**config.mk**
```make
export PLATFORM = sky130hd
export DESIGN_NAME = wash_program_sequencer
export DESIGN_NICKNAME = d
export VERILOG_FILES = /design/src/rtl/wash_pkg.sv /design/src/rtl/wash_phase_timer.sv /design/src/rtl/wash_program_sequencer.sv
export SDC_FILE = /design/constraint.sdc
export NUM_CORES = 1
export LEC_CHECK = 0
export ABC_CLOCK_PERIOD_IN_PS = 3800
export CAP_MARGIN = 15
export CORE_ASPECT_RATIO = 1.4
export CORE_MARGIN = 2
export CORE_UTILIZATION = 58
export DETAILED_ROUTE_END_ITERATION = 16
export MAX_ROUTING_LAYER = met4
export PLACE_DENSITY = 0.76
export SLEW_MARGIN = 10
export SYNTH_ARGS = -nofsm -noshare
export SYNTH_HDL_FRONTEND = slang
export SYNTH_HIERARCHICAL = 1
export SYNTH_SLANG_ARGS = --single-unit
```
**constraint.sdc**
```tcl
create_clock -name clk -period 3.8 [get_ports clk]
set_input_delay 0.38 -clock clk [delete_from_list [all_inputs] [get_ports clk]]
set_output_delay 0.38 -clock clk [all_outputs]
set_load 0.05 [all_outputs]
```
**src/rtl/wash_pkg.sv**
```systemverilog
// Shared phase and program codes for the washing-machine program sequencer.
package wash_pkg;

   typedef enum logic [2:0] {
      PH_IDLE  = 3'd0,
      PH_FILL  = 3'd1,
      PH_WASH  = 3'd2,
      PH_RINSE = 3'd3,
      PH_DRAIN = 3'd4,
      PH_SPIN  = 3'd5,
      PH_DONE  = 3'd6,
      PH_FAULT = 3'd7
   } phase_e;

   typedef enum logic [1:0] {
      PROG_NORMAL = 2'b00,
      PROG_QUICK  = 2'b01,
      PROG_SPIN   = 2'b10,
      PROG_RINSE  = 2'b11
   } prog_e;

   typedef struct packed {
      logic valve;
      logic drain;
      logic motor;
      logic fast;
   } act_t;

   function automatic logic is_active(input phase_e p);
      return (p >= PH_FILL) && (p <= PH_SPIN);
   endfunction

endpackage

```
**src/rtl/wash_phase_timer.sv**
```systemverilog
// Phase timer: prescaler divides clk into ticks, down counter holds remaining ticks.
// With WASH_TIME_LEFT_EN defined the remaining count is exported as count.
module wash_phase_timer #(
   parameter int CNT_W    = 16,
   parameter int TICK_DIV = 10
) (
   input  logic             clk,
   input  logic             rst,
   input  logic             load,
   input  logic [CNT_W-1:0] load_val,
   input  logic             freeze,
`ifdef WASH_TIME_LEFT_EN
   output logic [CNT_W-1:0] count,
`endif
   output logic             expired
);

   localparam int PRE_W = (TICK_DIV > 1) ? $clog2(TICK_DIV) : 1;
   localparam logic [PRE_W-1:0] PRE_MAX = PRE_W'(TICK_DIV - 1);

   logic [PRE_W-1:0] presc_q, presc_d;
   logic [CNT_W-1:0] cnt_q, cnt_d;
   logic             tick;

   assign tick = (presc_q == PRE_MAX);
   // Last cycle of the last tick: the owning phase leaves on this edge.
   assign expired = tick && (cnt_q == CNT_W'(1));

`ifdef WASH_TIME_LEFT_EN
   assign count = cnt_q;
`endif

   always_comb begin
      presc_d = presc_q;
      cnt_d   = cnt_q;
      if (load) begin
         presc_d = '0;
         cnt_d   = load_val;
      end else if (!freeze && (cnt_q != '0)) begin
         if (tick) begin
            presc_d = '0;
            cnt_d   = cnt_q - CNT_W'(1);
         end else begin
            presc_d = presc_q + PRE_W'(1);
         end
      end
   end

   always_ff @(posedge clk) begin
      if (!rst) begin
         presc_q <= '0;
         cnt_q   <= '0;
      end else begin
         presc_q <= presc_d;
         cnt_q   <= cnt_d;
      end
   end

endmodule

```
**src/rtl/wash_program_sequencer.sv**
```systemverilog
// Washing-machine program controller: phase FSM, pending wash/rinse flags, registered actuators.
// Optional WASH_TIME_LEFT_EN adds the time_left output (remaining ticks of the current phase).
module wash_program_sequencer
   import wash_pkg::*;
#(
   parameter int CNT_W    = 16,
   parameter int TICK_DIV = 10,
   parameter int T_FILL   = 20,
   parameter int T_WASH   = 100,
   parameter int T_RINSE  = 60,
   parameter int T_DRAIN  = 20,
   parameter int T_SPIN   = 80
) (
   input  logic       clk,
   input  logic       rst,
   input  logic       start,
   input  logic       pause,
   input  logic       door_closed,
   input  logic       water_full,
   input  logic [1:0] prog_sel,
   output logic       valve_on,
   output logic       drain_on,
   output logic       motor_on,
   output logic       motor_fast,
   output logic       door_lock,
   output logic [2:0] phase,
   output logic       done,
   output logic       error
`ifdef WASH_TIME_LEFT_EN
   ,
   output logic [CNT_W-1:0] time_left
`endif
);

   phase_e           phase_q, phase_d;
   logic             wash_pend_q, wash_pend_d;
   logic             rinse_pend_q, rinse_pend_d;
   act_t             act_q, act_d;
   logic             load;
   logic [CNT_W-1:0] load_val;
   logic             expired;
   logic             active;

   assign active = is_active(phase_q);
   assign load   = (phase_d != phase_q);

   always_comb begin
      case (phase_d)
         PH_FILL:  load_val = CNT_W'(T_FILL);
         PH_WASH:  load_val = CNT_W'(T_WASH);
         PH_RINSE: load_val = CNT_W'(T_RINSE);
         PH_DRAIN: load_val = CNT_W'(T_DRAIN);
         PH_SPIN:  load_val = CNT_W'(T_SPIN);
         default:  load_val = '0;
      endcase
   end

   wash_phase_timer #(
      .CNT_W    (CNT_W),
      .TICK_DIV (TICK_DIV)
   ) u_timer (
      .clk      (clk),
      .rst      (rst),
      .load     (load),
      .load_val (load_val),
      .freeze   (pause),
`ifdef WASH_TIME_LEFT_EN
      .count    (time_left),
`endif
      .expired  (expired)
   );

   always_comb begin
      phase_d      = phase_q;
      wash_pend_d  = wash_pend_q;
      rinse_pend_d = rinse_pend_q;
      // An open door during a running program beats pause and timer expiry.
      if (active && !door_closed) begin
         phase_d = PH_FAULT;
      end else if (active && pause) begin
         phase_d = phase_q;
      end else begin
         case (phase_q)
            PH_IDLE: begin
               if (start && door_closed) begin
                  case (prog_e'(prog_sel))
                     PROG_NORMAL: begin wash_pend_d = 1'b1; rinse_pend_d = 1'b1; end
                     PROG_QUICK:  begin wash_pend_d = 1'b1; rinse_pend_d = 1'b0; end
                     PROG_SPIN:   begin wash_pend_d = 1'b0; rinse_pend_d = 1'b0; end
                     default:     begin wash_pend_d = 1'b0; rinse_pend_d = 1'b1; end
                  endcase
                  phase_d = (prog_e'(prog_sel) == PROG_SPIN) ? PH_DRAIN : PH_FILL;
               end
            end
            PH_FILL: begin
               if (water_full) begin
                  if (wash_pend_q) begin
                     phase_d     = PH_WASH;
                     wash_pend_d = 1'b0;
                  end else begin
                     phase_d      = PH_RINSE;
                     rinse_pend_d = 1'b0;
                  end
               end else if (expired) begin
                  phase_d = PH_FAULT;
               end
            end
            PH_WASH, PH_RINSE: if (expired) phase_d = PH_DRAIN;
            PH_DRAIN:          if (expired) phase_d = rinse_pend_q ? PH_FILL : PH_SPIN;
            PH_SPIN:           if (expired) phase_d = PH_DONE;
            PH_DONE:           phase_d = PH_IDLE;
            default:           phase_d = PH_FAULT;
         endcase
      end
   end

   always_comb begin
      act_d = '0;
      if (!pause) begin
         act_d.valve = (phase_d == PH_FILL);
         act_d.drain = (phase_d == PH_DRAIN);
         act_d.motor = (phase_d == PH_WASH) || (phase_d == PH_RINSE) || (phase_d == PH_SPIN);
         act_d.fast  = (phase_d == PH_SPIN);
      end
   end

   always_ff @(posedge clk) begin
      if (!rst) begin
         phase_q      <= PH_IDLE;
         wash_pend_q  <= 1'b0;
         rinse_pend_q <= 1'b0;
         act_q        <= '0;
      end else begin
         phase_q      <= phase_d;
         wash_pend_q  <= wash_pend_d;
         rinse_pend_q <= rinse_pend_d;
         act_q        <= act_d;
      end
   end

   assign valve_on   = act_q.valve;
   assign drain_on   = act_q.drain;
   assign motor_on   = act_q.motor;
   assign motor_fast = act_q.fast;
   assign door_lock  = active || (phase_q == PH_FAULT);
   assign phase      = phase_q;
   assign done       = (phase_q == PH_DONE);
   assign error      = (phase_q == PH_FAULT);

endmodule
```
==> results of run 1 <==
## area by class of cell
type,count,area [µm²]
fillers,311,1080
inverters,13,52.6
clock inverters,1,5.00
clock buffers,7,96.3
repair buffers,26,238
well taps,42,52.6
flip-flops and latches,29,581
multi-input cells,230,1480
## metal layers
layer	share of wire [%]	track usage [%]	vias up
li1	-	-	1098
met4	2.9	13.3	0
met5	0	-	-
met1	42	28.1	1014
met3	4.2	4.75	13
met2	51	48.9	61
## through the flow
stage	area, µm²	instances	util [%]	power, µW
floorplan	2180	284	-	1430
CTS	2480	346	69.3	1980
finish	2500	348	69.9	2020
global placement	2380	338	66.5	1690
detailed placement	2380	338	66.5	1700
global route	2500	348	69.9	2180
## final timing paths
check	start	end	slack, ns	cells past startpoint
worst min register to register	u_timer/presc_q[3]	u_timer/presc_q[3]	0.53	2
worst max register to register	u_timer/cnt_q[4]	u_timer/cnt_q[13]	0.26	13
worst max-delay path	u_timer/cnt_q[4]	u_timer/cnt_q[13]	0.26	13
worst min-delay path	u_timer/presc_q[3]	u_timer/presc_q[3]	0.53	2
## sequential cells by signal, summed over array words and instances, names as in the netlist
register / cells
drain_on: 1
motor_fast: 1
u_timer/cnt_q: 16
u_timer/presc_q: 4
valve_on: 1
rinse_pend_q: 1
motor_on: 1
wash_pend_q: 1
phase: 3
## kinds of logic (layout without fill, tap and decap cells)
kind of cell,count (synthesis),after routing
AND/OR/NAND/NOR,131,131
buffers and inverters,25,47
flip-flops,29,29
multiplexers,2,2
other,1,11
AO/OA/AOI/OAI,79,79
adder cells (fa/ha/maj),5,5
XOR/XNOR,2,2
## synth_stat cells, drive strengths merged, types with 2 or more instances
| cell | n |
|---|---|
| mux2i | 2 |
| nand2 | 13 |
| nand4 | 7 |
| clkbuf | 6 |
| dfxtp | 29 |
| o22ai | 2 |
| o21a | 2 |
| nor2b | 11 |
| ha | 5 |
| a21o | 3 |
| or4 | 11 |
| nand3 | 10 |
| o2111ai | 2 |
| o21ai | 27 |
| and4 | 2 |
| nor4 | 5 |
| nand3b | 3 |
| o31ai | 3 |
| a311oi | 2 |
| nor4b | 5 |
| inv | 13 |
| or3b | 2 |
| nor3b | 4 |
| nor2 | 16 |
| or2 | 3 |
| o211ai | 2 |
| a31oi | 11 |
| o41ai | 2 |
| buf | 6 |
| a21oi | 12 |
| or3 | 10 |
| nor3 | 8 |
| and3 | 6 |
| nand2b | 6 |
| o311a | 2 |
| and2 | 5 |
## worst reg2reg max path, cell delays in order, from the launching register on
cell and delay [ns]:
dfxtp_1 0.36, or4_1 0.67, nor3_1 0.31, and3_1 0.33
nor2b_1 0.19, o2bb2ai_1 0.12, or3_1 0.32, a31oi_1 0.18
a21o_2 0.22, buf_4 0.20, and3b_1 0.20, o21a_1 0.11
a31oi_1 0.13, nand3_1 0.09
## power by group
part	switching, µW	internal, µW
sequential	159	409
clock	116	163
combinational	702	472
total	977	1040
## repair_timing
item	4_1_cts	5_1_grt
hold buffers	0	0
setup endpoints to repair	0	6
setup buffers	0	2
hold endpoints to repair	0	0
resized for setup	0	2
==> impl_metrics.toml, run 1 <==
[yosys]
synth-xor-area-share_pct = 0.818
synth_simple_gate_area_share_pct = 38.3
synth_mux_area_share_pct = 0.935
syn_inst = 274
synth_top_area_share_pct = 27.1
synth_edf_count = 0
synth-adder-area-share_pct = 2.92
yosysUniqueCellTypes = 66
synth-seq-area-share_pct = 27.1
synth.area.top_cells = "dfxtp_1, o21ai_0, or4_1"
yosys_register_bits = 29
synth_area_um2 = 2140
synth.yosys.warnings = 6
synth_top_family_by_area = "simple AND/OR/NAND/NOR gates"
postSynth.asyncResetShare_pct = 0
yosys.area.top_type = "dfxtp_1"
ys.flop_type = "dfxtp_1"
avgSynthCellArea_um2 = 7.81
synth_compound_area_share_pct = 24.0

[clocking]
htreeDepth = 2
clk_latency_ns = 0.28
cts_root_buffer = "clkbuf_8"
cts_tree = "done"
clkSlewWorstSetupHoldPaths_ns = 0.06
cts_buffers = 5
clock-sinks = 29
clock_path_buffers = 2

[pwr]
powerDensity_nw_per_um2 = 808
leakage_uw = 0.000938
ir_drop_v = 0.000623

[grt]
grt_pass1_wl_mm = 8.77
grt_use_total_pct = 26.8
grt_overflow = 0
antenna_found_initial = 0
grt_pass1_vias = 2008
grt_max_degree = 23

[worst_setup_path]
crit_path_end_kind = "flip-flop"
path_delay_family = "simple AND/OR/NAND/NOR gates"
critPathMaxStageDelay_ns = 0.67
worst-path-max-fanout = 10
critPathLaunchType = "flip-flop"
slowest_stage = "or4_1"
arrival_ns = 3.70
critPathRequiredTime_ns = 3.96
path_cells = "or4_1 -> nor3_1 -> and3_1 -> nor2b_1 -> o2bb2ai_1 -> or3_1 -> a31oi_1 -> a21o_2 -> buf_4 -> and3b_1 -> o21a_1 -> a31oi_1 -> nand3_1"
crit_buf_inv = 1
path_common_cell = "a31oi_1"
path_class = "flip-flop to flip-flop"

[detailed_routing]
vias = 2186
drcViolationCount = 0
drt-total-wl_mm = 5.20
drt_iter0_drc = 104
drt_pass1_iterations = 4
avgRoutedWirePerCell_um = 15.0
routed_via_density = 6.28
antenna_left = 0

[timing]
tightestPinTransition_ns = 0.690
fin_ws_ns = 0.259
min_period_ns = 3.54
whs_ns = 0.526
period_share_pct = 93.2
finClkSkew_ns = 0.00415
finalMaxSlewViolations = 0
hold_viol = 0
fin_tns_setup_ns = 0
setup_viol_count_final = 0
slew_headroom_pct = 53.7
max_freq_ghz = 0.282
rsz0062_at_grt = "false"

[floorplanning]
die_area_um2 = 4200
num_io_pins = 18
rows = 26
start_util_pct = 59.8
core_area_um2 = 3580
dieHeight_um = 75.9
dieWidth_um = 55.3

[finish]
drive_above_1_share_pct = 10.8
final_cell_mix = "dfxtp_1, o21ai_0, clkdlybuf4s50_1"
final_common_cell = "dfxtp_1"
n_antenna_cell = 0
area_growth_pct = 16.8
fin_nets = 318

[placed_design]
io_buffers = 17
gp_congestion = 0.961
hpwl_mm = 3.92
preCtsSetupSlack_ns = 0.179

[flow_run]
maxCapViolCount = 0

[run_status]
status = "finished, final reports clean"

[hold_path]
hold_path.class = "flip-flop to flip-flop"
No activity file was read; power rests on OpenSTA's default activity.
==> run 2: changes to the inputs <==
ABC_AREA = 1   (was unset)
ABC_CLOCK_PERIOD_IN_PS = 4000   (was 3800)
clock period = 4 ns   (was 3.8 ns; I/O delays follow)
==> run 2 against run 1 <==
Net effect:
- setup slack improved by 0.42 ns
- design area increased by 0.60%
- maximum frequency increased by 6.5%
- clock power decreased by 12%
- synthesized area increased by 2.9%
- utilization decreased by 0.84 points
- via count increased by 0.46%
- sequential share of layout area decreased by 0.14 points
- worst hold slack got worse by 0.063 ns
- synthesized cell count increased by 31%
- sequential power decreased by 10%
- largest cell class unchanged
- critical path type unchanged
- flip-flop and latch count unchanged
==> impl_metrics.toml, run 2 <==
[clocking]
cts_tree = "done"
clk_latency_ns = 0.28
htreeDepth = 2
ctsHoldBuffers = 0
clkSlewWorstSetupHoldPaths_ns = 0.06
clock_path_buffers = 2
postCtsResizedCells = 0
clock-sinks = 29
cts_root_buffer = "clkbuf_8"
cts_buffers = 5
post_cts_buffers = 0

[grt]
antenna_found_initial = 0
grt_overflow = 0
grt_pass1_wl_mm = 8.78
grt_use_total_pct = 26.2
grt_pass1_vias = 2017
grt_max_degree = 15

[yosys]
avgSynthCellArea_um2 = 6.13
synth_most_common_cell = "nand2_1"
synth.yosys.warnings = 6
synth_top_cells_by_count = "nand2_1, nor2_1, nand3_1"
synth.area.top_cells = "dfxtp_1, nand2_1, nor2_1"
synth_edf_count = 0
syn_inst = 359
synth_top_area_share_pct = 26.4
postSynth.asyncResetShare_pct = 0
ys.flop_type = "dfxtp_1"
synth-seq-area-share_pct = 26.4
yosys_register_bits = 29
yosysUniqueCellTypes = 36
synth_area_um2 = 2200
yosys.area.top_type = "dfxtp_1"

[finish]
n_antenna_cell = 0
area_growth_pct = 14.3
final_cell_mix = "nand2_1, nor2_1, nand3_1"
final-instance-count-excl-fill = 430
seq_area_um2 = 581
nFillCells = 363
finish.instance_area_um2 = 2520
fin_nets = 401
multi_input_area_um2 = 1430
regMostFlops = "u_timer/cnt_q"
final_common_cell = "nand2_1"
drive_above_1_share_pct = 13.9
largest_reg_flops = 16

[detailed_routing]
drcViolationCount = 0
vias = 2196
avgRoutedWirePerCell_um = 11.9
antenna_left = 0
drt_pass1_iterations = 4
drt-total-wl_mm = 5.13
routed_via_density = 5.11
drt_iter0_drc = 110

[timing]
slew_headroom_pct = 55.5
period_share_pct = 83.1
whs_ns = 0.463
hold_viol = 0
rsz0062_at_grt = "false"
min_period_ns = 3.32
fin_ws_ns = 0.676
finalMaxSlewViolations = 0
setup_viol_count_final = 0
fin_tns_setup_ns = 0
finClkSkew_ns = 0.00399
max_freq_ghz = 0.301
tightestPinTransition_ns = 0.662

[worst_setup_path]
rr_worst_depth = 20
arrival_ns = 3.54
timing.rr.end = "u_timer/cnt_q[13]"
rr_startpoint = "u_timer/presc_q[0]"
rrSetupSlack_ns = 0.68
critPathLaunchType = "flip-flop"
critPathRequiredTime_ns = 4.22
worst-path-max-fanout = 14
path_class = "flip-flop to flip-flop"
crit_path_end_kind = "flip-flop"

[hold_path]
hold-path-cell-count = 2
hold_end = "wash_pend_q"
hold_path.class = "flip-flop to flip-flop"
hold_start = "wash_pend_q"

[floorplanning]
core_area_um2 = 3640
start_util_pct = 60.4
die_area_um2 = 4310
rows = 26
dieWidth_um = 56.1
dieHeight_um = 76.9
num_io_pins = 18

[run_status]
status = "finished, final reports clean"

[placed_design]
io_buffers = 17
hpwl_mm = 4.02
gp_congestion = 0.944
dpl.cell_count = 423
preCtsSetupSlack_ns = 0.776
placed_cell_area_um2 = 2430

[flow_run]
maxCapViolCount = 0

[pwr]
leakage_uw = 0.00123
ir_drop_v = 0.000622
powerDensity_nw_per_um2 = 887
## run 2: changes by cell type after synthesis, moves of 6 or more
cell / before / now
nor2_2: 0 / 8
nand3_1: 10 / 35
a31oi_1: 11 / 1
or4_1: 10 / 0
nor2b_1: 11 / 0
nand2b_1: 6 / 0
or3_1: 9 / 0
nand2_1: 13 / 90
nand2_2: 0 / 9
nand2_4: 0 / 7
nor2_1: 16 / 61
inv_1: 12 / 34
o21ai_0: 24 / 13
## run 2: metrics by stage
step	util (%)	power, µW
after floorplan	-	1690
after global placement	66.7	1960
after detailed placement	66.7	1990
after CTS	69.1	2240
after global routing	69.1	2440
final	69.1	2230
## run 2: layout make-up
cell class	instances	area share [%]
Tap cell	42	2.09
Clock buffer	7	3.43
Inverter	46	7.41
Sequential cell	29	23.1
Timing Repair Buffer	18	7.06
Multi-Input combinational cell	288	56.9
## run 2: power breakdown
group          internal (µW)  switching, µW  total (µW)
clock network            136            110         246
registers                388            122         510
logic                    491            985        1480
## run 2: logic make-up after synthesis
group / count (synthesis) / share of synthesized area, %
AND/OR/NAND/NOR: 234 / 50.6
adder cells (fa/ha/maj): 5 / 2.84
flip-flops: 29 / 26.4
other: 1 / 0.170
buffers and inverters: 52 / 10.3
AO/OA/AOI/OAI: 33 / 7.73
XOR/XNOR: 5 / 1.99
## run 2: worst max path at each step
stage	startpoint	end	slack (ns)	cells after the start
2_1_floorplan	u_timer/presc_q[1]	u_timer/cnt_q[4]	1.26	21
3_3_place_gp	u_timer/presc_q[0]	u_timer/cnt_q[2]	0.91	19
3_5_place_dp	u_timer/presc_q[0]	u_timer/cnt_q[13]	0.78	20
4_1_cts	u_timer/presc_q[0]	u_timer/cnt_q[13]	0.74	20
5_1_grt	u_timer/presc_q[1]	u_timer/cnt_q[13]	0.27	21
6_report	u_timer/presc_q[0]	u_timer/cnt_q[13]	0.68	20
## run 2: metal layers
metal | track usage [%] | part of all wire, %
met1 | 28.1 | 41
met5 | - | 0
met3 | 3.71 | 2.8
met4 | 11.0 | 2.0
met2 | 47.4 | 54
## run 2: critical path, stage by stage (launching register included)
cell and delay [ns]:
dfxtp_1 0.40, nand2_1 0.09, nor2_2 0.23, nand3_1 0.10, nor4_1 0.52, inv_1 0.16
nand2_1 0.13, nand2_1 0.06, nand2_1 0.06, nand3_2 0.08, nand2_4 0.08, nand2_4 0.07
nand2_1 0.06, nand2_1 0.05, inv_1 0.04, nand3_1 0.08, inv_1 0.38, nand4_1 0.36
nor2_1 0.18, nor2_1 0.06, nor2_1 0.07
